### src/rtl/instr_fetch_seq_if.sv
// Fetch-sequencer bus bundle: PC hand-off, memory read port and decode handshake.
interface instr_fetch_seq_if #(
    parameter int ADDR_WIDTH = 9,
    parameter int DATA_WIDTH = 32
);
    logic                  fetch_req;
    logic                  flush;
    logic [31:0]           pc_in;
    logic                  pc_increment;
    logic [ADDR_WIDTH-1:0] mem_addr;
    logic                  mem_read;
    logic                  mem_ready;
    logic [DATA_WIDTH-1:0] mem_data;
    logic [DATA_WIDTH-1:0] ir_out;
    logic                  ir_valid;
    logic                  ir_ack;
    logic                  busy;
    logic                  fault;

    // Environment side: PC register, memory and decode stage.
    modport master (
        output fetch_req, flush, pc_in, mem_ready, mem_data, ir_ack,
        input  pc_increment, mem_addr, mem_read, ir_out, ir_valid, busy, fault
    );

    // Sequencer side.
    modport slave (
        input  fetch_req, flush, pc_in, mem_ready, mem_data, ir_ack,
        output pc_increment, mem_addr, mem_read, ir_out, ir_valid, busy, fault
    );
endinterface

### src/rtl/instr_fetch_seq.sv
// Instruction fetch sequencer: latches the PC into the MAR, pulses the PC
// increment, reads memory with a ready handshake and holds the fetched word
// in the IR until decode acknowledges it. Sticky fault on memory timeout.
module instr_fetch_seq #(
    parameter int ADDR_WIDTH  = 9,
    parameter int DATA_WIDTH  = 32,
    parameter int MEM_TIMEOUT = 15
) (
    input  logic                clk,
    input  logic                clr,
    instr_fetch_seq_if.slave    bus
);

    localparam int CNT_W = (MEM_TIMEOUT > 1) ? $clog2(MEM_TIMEOUT) : 1;

    typedef enum logic [2:0] {
        S_IDLE,
        S_ADDR,
        S_READ,
        S_HOLD,
        S_ERR
    } state_t;

    state_t                state_q, state_d;
    logic [ADDR_WIDTH-1:0] mar_q, mar_d;
    logic [DATA_WIDTH-1:0] ir_q, ir_d;
    logic [CNT_W-1:0]      cnt_q, cnt_d;
    logic                  fault_q, fault_d;

    // PC bits above the memory word space are deliberately dropped.
    logic                  pc_hi_unused;
    assign pc_hi_unused = ^bus.pc_in[31:ADDR_WIDTH];

    // State and datapath registers, cleared asynchronously.
    always_ff @(posedge clk or posedge clr) begin
        if (clr) begin
            state_q <= S_IDLE;
            mar_q   <= '0;
            ir_q    <= '0;
            cnt_q   <= '0;
            fault_q <= 1'b0;
        end else begin
            state_q <= state_d;
            mar_q   <= mar_d;
            ir_q    <= ir_d;
            cnt_q   <= cnt_d;
            fault_q <= fault_d;
        end
    end

    // Next-state, datapath updates and Moore-decoded outputs.
    always_comb begin
        state_d          = state_q;
        mar_d            = mar_q;
        ir_d             = ir_q;
        cnt_d            = cnt_q;
        fault_d          = fault_q;
        bus.pc_increment = 1'b0;
        bus.mem_read     = 1'b0;
        bus.ir_valid     = 1'b0;
        bus.busy         = (state_q != S_IDLE);
        bus.mem_addr     = mar_q;
        bus.ir_out       = ir_q;
        bus.fault        = fault_q;

        unique case (state_q)
            S_IDLE: begin
                if (bus.fetch_req) begin
                    state_d = S_ADDR;
                end
            end
            S_ADDR: begin
                bus.pc_increment = !bus.flush;
                if (bus.flush) begin
                    state_d = S_IDLE;
                end else begin
                    // PC increments on this same edge, so MAR takes the old PC.
                    mar_d   = bus.pc_in[ADDR_WIDTH-1:0];
                    cnt_d   = '0;
                    state_d = S_READ;
                end
            end
            S_READ: begin
                bus.mem_read = 1'b1;
                if (bus.flush) begin
                    state_d = S_IDLE;
                end else if (bus.mem_ready) begin
                    ir_d    = bus.mem_data;
                    state_d = S_HOLD;
                end else if (cnt_q == CNT_W'(MEM_TIMEOUT - 1)) begin
                    fault_d = 1'b1;
                    state_d = S_ERR;
                end else begin
                    cnt_d = cnt_q + 1'b1;
                end
            end
            S_HOLD: begin
                bus.ir_valid = 1'b1;
                if (bus.flush) begin
                    state_d = S_IDLE;
                end else if (bus.ir_ack) begin
                    state_d = bus.fetch_req ? S_ADDR : S_IDLE;
                end
            end
            S_ERR: begin
                state_d = S_ERR;
            end
            default: begin
                state_d = S_IDLE;
            end
        endcase
    end

endmodule

### src/flat_wrapper.sv
// flat-port wrapper written by rule: the top's interface ports become plain ports
module instr_fetch_seq_flat 
#(
    parameter int ADDR_WIDTH  = 9,
    parameter int DATA_WIDTH  = 32,
    parameter int MEM_TIMEOUT = 15
)
  (clk, clr, bus_fetch_req, bus_flush, bus_pc_in, bus_mem_ready, bus_mem_data, bus_ir_ack, bus_pc_increment, bus_mem_addr, bus_mem_read, bus_ir_out, bus_ir_valid, bus_busy, bus_fault);
  instr_fetch_seq_if #(.ADDR_WIDTH(ADDR_WIDTH), .DATA_WIDTH(DATA_WIDTH)) bus_i ();
  input  logic clk;
  input  logic clr;
  input wire logic [$bits(bus_i.fetch_req)-1:0] bus_fetch_req;
  input wire logic [$bits(bus_i.flush)-1:0] bus_flush;
  input wire logic [$bits(bus_i.pc_in)-1:0] bus_pc_in;
  input wire logic [$bits(bus_i.mem_ready)-1:0] bus_mem_ready;
  input wire logic [$bits(bus_i.mem_data)-1:0] bus_mem_data;
  input wire logic [$bits(bus_i.ir_ack)-1:0] bus_ir_ack;
  output wire logic [$bits(bus_i.pc_increment)-1:0] bus_pc_increment;
  output wire logic [$bits(bus_i.mem_addr)-1:0] bus_mem_addr;
  output wire logic [$bits(bus_i.mem_read)-1:0] bus_mem_read;
  output wire logic [$bits(bus_i.ir_out)-1:0] bus_ir_out;
  output wire logic [$bits(bus_i.ir_valid)-1:0] bus_ir_valid;
  output wire logic [$bits(bus_i.busy)-1:0] bus_busy;
  output wire logic [$bits(bus_i.fault)-1:0] bus_fault;
  assign bus_i.fetch_req = bus_fetch_req;
  assign bus_i.flush = bus_flush;
  assign bus_i.pc_in = bus_pc_in;
  assign bus_i.mem_ready = bus_mem_ready;
  assign bus_i.mem_data = bus_mem_data;
  assign bus_i.ir_ack = bus_ir_ack;
  assign bus_pc_increment = bus_i.pc_increment;
  assign bus_mem_addr = bus_i.mem_addr;
  assign bus_mem_read = bus_i.mem_read;
  assign bus_ir_out = bus_i.ir_out;
  assign bus_ir_valid = bus_i.ir_valid;
  assign bus_busy = bus_i.busy;
  assign bus_fault = bus_i.fault;
  instr_fetch_seq #(.ADDR_WIDTH(ADDR_WIDTH), .DATA_WIDTH(DATA_WIDTH), .MEM_TIMEOUT(MEM_TIMEOUT)) u_core (.clk(clk), .clr(clr), .bus(bus_i));
endmodule
### config.mk
export PLATFORM = sky130hd
export DESIGN_NAME = instr_fetch_seq_flat
export DESIGN_NICKNAME = d
export VERILOG_FILES = /design/src/rtl/instr_fetch_seq_if.sv /design/src/rtl/instr_fetch_seq.sv /design/src/flat_wrapper.sv
export SDC_FILE = /design/constraint.sdc
export NUM_CORES = 1
export LEC_CHECK = 0
export ABC_AREA = 1
export CAP_MARGIN = 10
export CORE_AREA = 2 2 64 90
export DETAILED_ROUTE_END_ITERATION = 16
export DIE_AREA = 0 0 66 92
export PLACE_DENSITY = 0.8
export RECOVER_POWER = 25
export SYNTH_ARGS = -nofsm -noshare
export SYNTH_HDL_FRONTEND = slang
export SYNTH_SLANG_ARGS = --single-unit
export TNS_END_PERCENT = 5
### constraint.sdc
create_clock -name clk -period 4.2 [get_ports clk]
set_clock_uncertainty 0.1 [all_clocks]
set_input_delay 0.63 -clock clk [delete_from_list [all_inputs] [get_ports clk]]
set_output_delay 0.63 -clock clk [all_outputs]
set_load 0.02 [all_outputs]
Word-level counts from Yosys, hierarchy flattened --
Index checks and enable logic that the tools add are counted.
Operators by class: add/subtract/negate cells 1, eq/ne operators 12, muxes and demuxes 17, bitwise logic cells 2, reduce and logical (&&, ||, !) cells 9
Operator list (number):
- 3-bit 2-to-1 mux | 6
- 4-bit 2-to-1 mux | 4
- 3-bit one-hot mux with 5 select lines | 1
- 2-bit inequality test, second input constant | 5
- 4-bit one-hot mux with 2 select lines | 1
- 3-bit by 2-bit == test with 1-bit output, second input constant | 2
- 3-bit AND reduction | 2
- 5-bit AND reduction | 1
- 4-bit by 1-bit adder with 4-bit output, second input constant | 1
- 4-bit == test, second input constant | 1
- 1-bit 2-to-1 mux | 4
- 4-bit by 3-bit inequality test with 1-bit output, second input constant | 1
- 4-bit AND reduction | 1
- 3-bit by 1-bit == test with 1-bit output, second input constant | 1
- 3-bit == test, second input constant | 1
- 3-bit zero test | 1
- 3-bit inequality test, second input constant | 1
- 3-bit nonzero test | 1
- 2-bit 2-to-1 mux | 1
- 1-bit inverter | 2
- 2-bit AND reduction | 1
- 2-bit nonzero test | 1
- 1-bit zero test | 1
Storage, ports and cells: register bits 49, input bits 70, output and inout port bits 46, logic and storage cells 46

Depth between registers and ports, before layout --
word-level depth 5, mapped depth 8

Worst setup path before layout --
No wires, ideal clock.
path kind input -> output, start input bus_flush, end output bus_pc_increment, arrival time 0.971 ns, data required time 3.470 ns, path slack 2.499 ns, stages 2, path through nor2_1 > buf_2
On the way: word-level cells in the longest chain between the ends 2
RTL lines:
- start, declared | line flat_wrapper.sv:13 | input wire logic [$bits(bus_i.flush)-1:0] bus_flush;
- 1-bit zero test | line instr_fetch_seq.sv:73 | bus.pc_increment = !bus.flush;
- 1-bit 2-to-1 mux | line instr_fetch_seq.sv:66 | unique case (state_q)
- end, declared | line flat_wrapper.sv:18 | output wire logic [$bits(bus_i.pc_increment)-1:0] bus_pc_increment;
No other way between the ends.

Final worst setup path --
Same ends and word-level chain as after synthesis.

==> impl_metrics.yaml <==
floorplan:
  floorplan.initialDensity_pct: 39.69
  num_rows: 32
  dieArea_sq_mm: 0.006072
  core_sq_mm: 0.005365
  die_h_um: 92
  ios: 116
  die_w_um: 66
clock_network:
  clock_sinks: 49
  clock_latency_ps: 290
  cts_root_buffer: "clkbuf_8"
  clkTransAtPathRegs_ps: 80
  post-cts-setup-buffers: 0
  clockBufferDepth: 2
  cts_buffers: 5
  cts_resized: 0
  hold_buffers: 0
  cts_tree: "done"
  htreeDepth: 2
layout:
  nets: 416
  final_common_cell: "nand2_1"
  area_growth_pct: 47.88
  fin_util_pct: 58.70
  drive_gt1_share_pct: 4.638
  layout_common_cells: "138 x nand2_1, 90 x clkdlybuf4s50_1, 49 x dfrtp_1"
  fill_cells: 477
  antenna_cells: 0
pwr:
  p_per_area_mw_per_mm2: 660.0
  peakVddDrop_mv: 0.3654
  p_leak_nw: 1.553
global_route:
  first_global_vias: 1860
  overflow: 0
  grtUsageTotal_pct: 16.80
  grt_pass1_wl_mm: 8.059
  grt_max_degree: 50
  antenna_found_initial: 0
setup_path:
  cp_common_cell: "clkbuf_1"
  start_kind: "input pin"
  critPathRequiredTime_ps: 3470
  critPathSlowestCell: "clkdlybuf4s50_1"
  critPathKind: "in2out"
  end_kind: "output pin"
  worstPathArrival_ps: 2660
  path_cells: "dlygate4sd3_1 > clkbuf_1 > nor2_1 > clkbuf_1 > clkdlybuf4s50_1"
  max_stage_delay_ps: 690
  cp_max_fo: 15
timing:
  fin_tns_setup_ps: 0
  maxSlewViolCount: 50
  max-slew-margin-rel_pct: -20.74
  fin_crit_ps: 3390
  min_period_over_period_pct: 80.72
  worst_slew_pin_slew_ps: 1809
  fmax_mhz: 295.0
  rsz0062_at_grt: "false"
  setup_viol: 0
  hold_viol_final: 0
place:
  place.gp.congestion: 0.7874
  numPortBuffers: 92
  post-dp-hpwl_mm: 3.525
routing:
  dr.pass1.iters: 4
  via_per_inst: 4.581
  wirelength_mm: 4.849
  drc: 0
  routedWlPerCell_um: 11.74
  vias: 1892
  drt_iter0_drc: 59
  ant_nets: 0
logic_synthesis:
  synth_top_cell_area_share_pct: 57.58
  synth_area_leader_cell: "dfrtp_1"
  ys_seq_area_share_pct: 57.58
  synth_nets: 324
  syn_inst: 252
  avgSynthCellArea_sq_um: 8.451
  ys_warn_count: 0
  synthesis.area_sq_mm: 0.002130
  synthDistinctLibCells: 19
  synth_area_leaders: "dfrtp_1 58%, nand2_1 24%, nand3_1 2.6%"
  ys_ff_latch: 49
run_status:
  violations: "max-capacitance violations, max-slew violations"
  status: "finished, violations left"
job:
  max_cap_violations: 1
hold_path:
  hp-class: "reg2reg"
power breakdown:
part	switching, mW	leakage (nW)	total (mW)	internal (mW)
logic	0.564	0.889	1.04	0.479
registers	0.112	0.619	0.775	0.663
clock network	0.145	0.0450	0.260	0.116
final timing paths:
path | from | end | slack, ps | cells past startpoint
worst max-delay path | bus_flush | bus_pc_increment | 810 | 5
worst min-delay path | u_core.bus.fault | u_core.bus.fault | 380 | 2
worst max register to register | u_core.state_q[2] | u_core.bus.mem_addr[5] | 2420 | 6
worst min register to register | u_core.bus.fault | u_core.bus.fault | 380 | 2
max in group asynchronous | clr | u_core.bus.mem_addr[8] | 1690 | 2
min in group asynchronous | clr | u_core.bus.mem_addr[0] | 1260 | 2
synth_stat cells:
cell	number
o21ai_0	9
nand3_1	11
nand3_2	1
nor2_4	3
inv_4	1
nand3_4	1
nor2_1	14
nand2_1	137
buf_6	3
inv_1	8
inv_2	2
nand3b_1	1
buf_2	5
nand2_2	2
dfrtp_1	49
buf_4	1
xnor2_1	1
ha_1	2
nand2_4	1
through the flow:
step / cell area (sq um) / instances / power (mW) / hold slack (ps) / setup WS (ps)
after global routing: 3149 / 413 / 2.225 / 407.1 / 648.9
after floorplan: 2130 / 252 / 1.341 / 363.9 / 2297
final: 3149 / 413 / 2.078 / 377.9 / 809.8
after CTS: 3167 / 413 / 2.112 / 385.0 / 1269
after detailed placement: 3084 / 405 / 1.844 / 362.9 / 1336
after global placement: 3084 / 405 / 1.816 / 353.6 / 1332
per-layer routing:
| metal | up-vias | part of all wire [%] | global-route usage [%] |
|---|---|---|---|
| met2 | 67 | 50 | 29.46 |
| met3 | 10 | 7.2 | 4.417 |
| met5 | - | 0 | 0 |
| met1 | 867 | 41 | 19.52 |
| met4 | 0 | 2.0 | 5.612 |
| li1 | 948 | - | - |
cell families (layout without fill, tap and decap cells):
group / count (synthesis) / count (layout) / synth area share [%]
and+or+nand+nor: 171 / 171 / 33.55
adders and majority gates: 2 / 2 / 1.175
xor gates and xnor gates: 1 / 1 / 0.4114
buffers and inverters: 20 / 113 / 5.171
AOI/OAI and AO/OA: 9 / 9 / 2.115
DFF: 49 / 49 / 57.58
state kept, by name (all words and copies together), names as in the netlist:
register / count
u_core.bus.mem_addr: 9
u_core.cnt_q: 4
u_core.bus.ir_out: 32
u_core.state_q: 3
u_core.bus.fault: 1
area by class of cell:
class	instances	area (sq um)	share of cell area [%]
clock buffer	6	72.57	2.304
inverter	11	43.79	1.391
clock inverter	2	10.01	0.3178
tap	68	85.08	2.702
timing repair buffer	94	928.4	29.48
multi-input combinational	183	783.3	24.87
sequential	49	1226	38.94
critical path: cells and delay by family:
family | cells | cell delay, ps
simple gates | 1 | 170
buf+inv | 4 | 1860
Note: power is estimated with default switching activity, not from simulation.
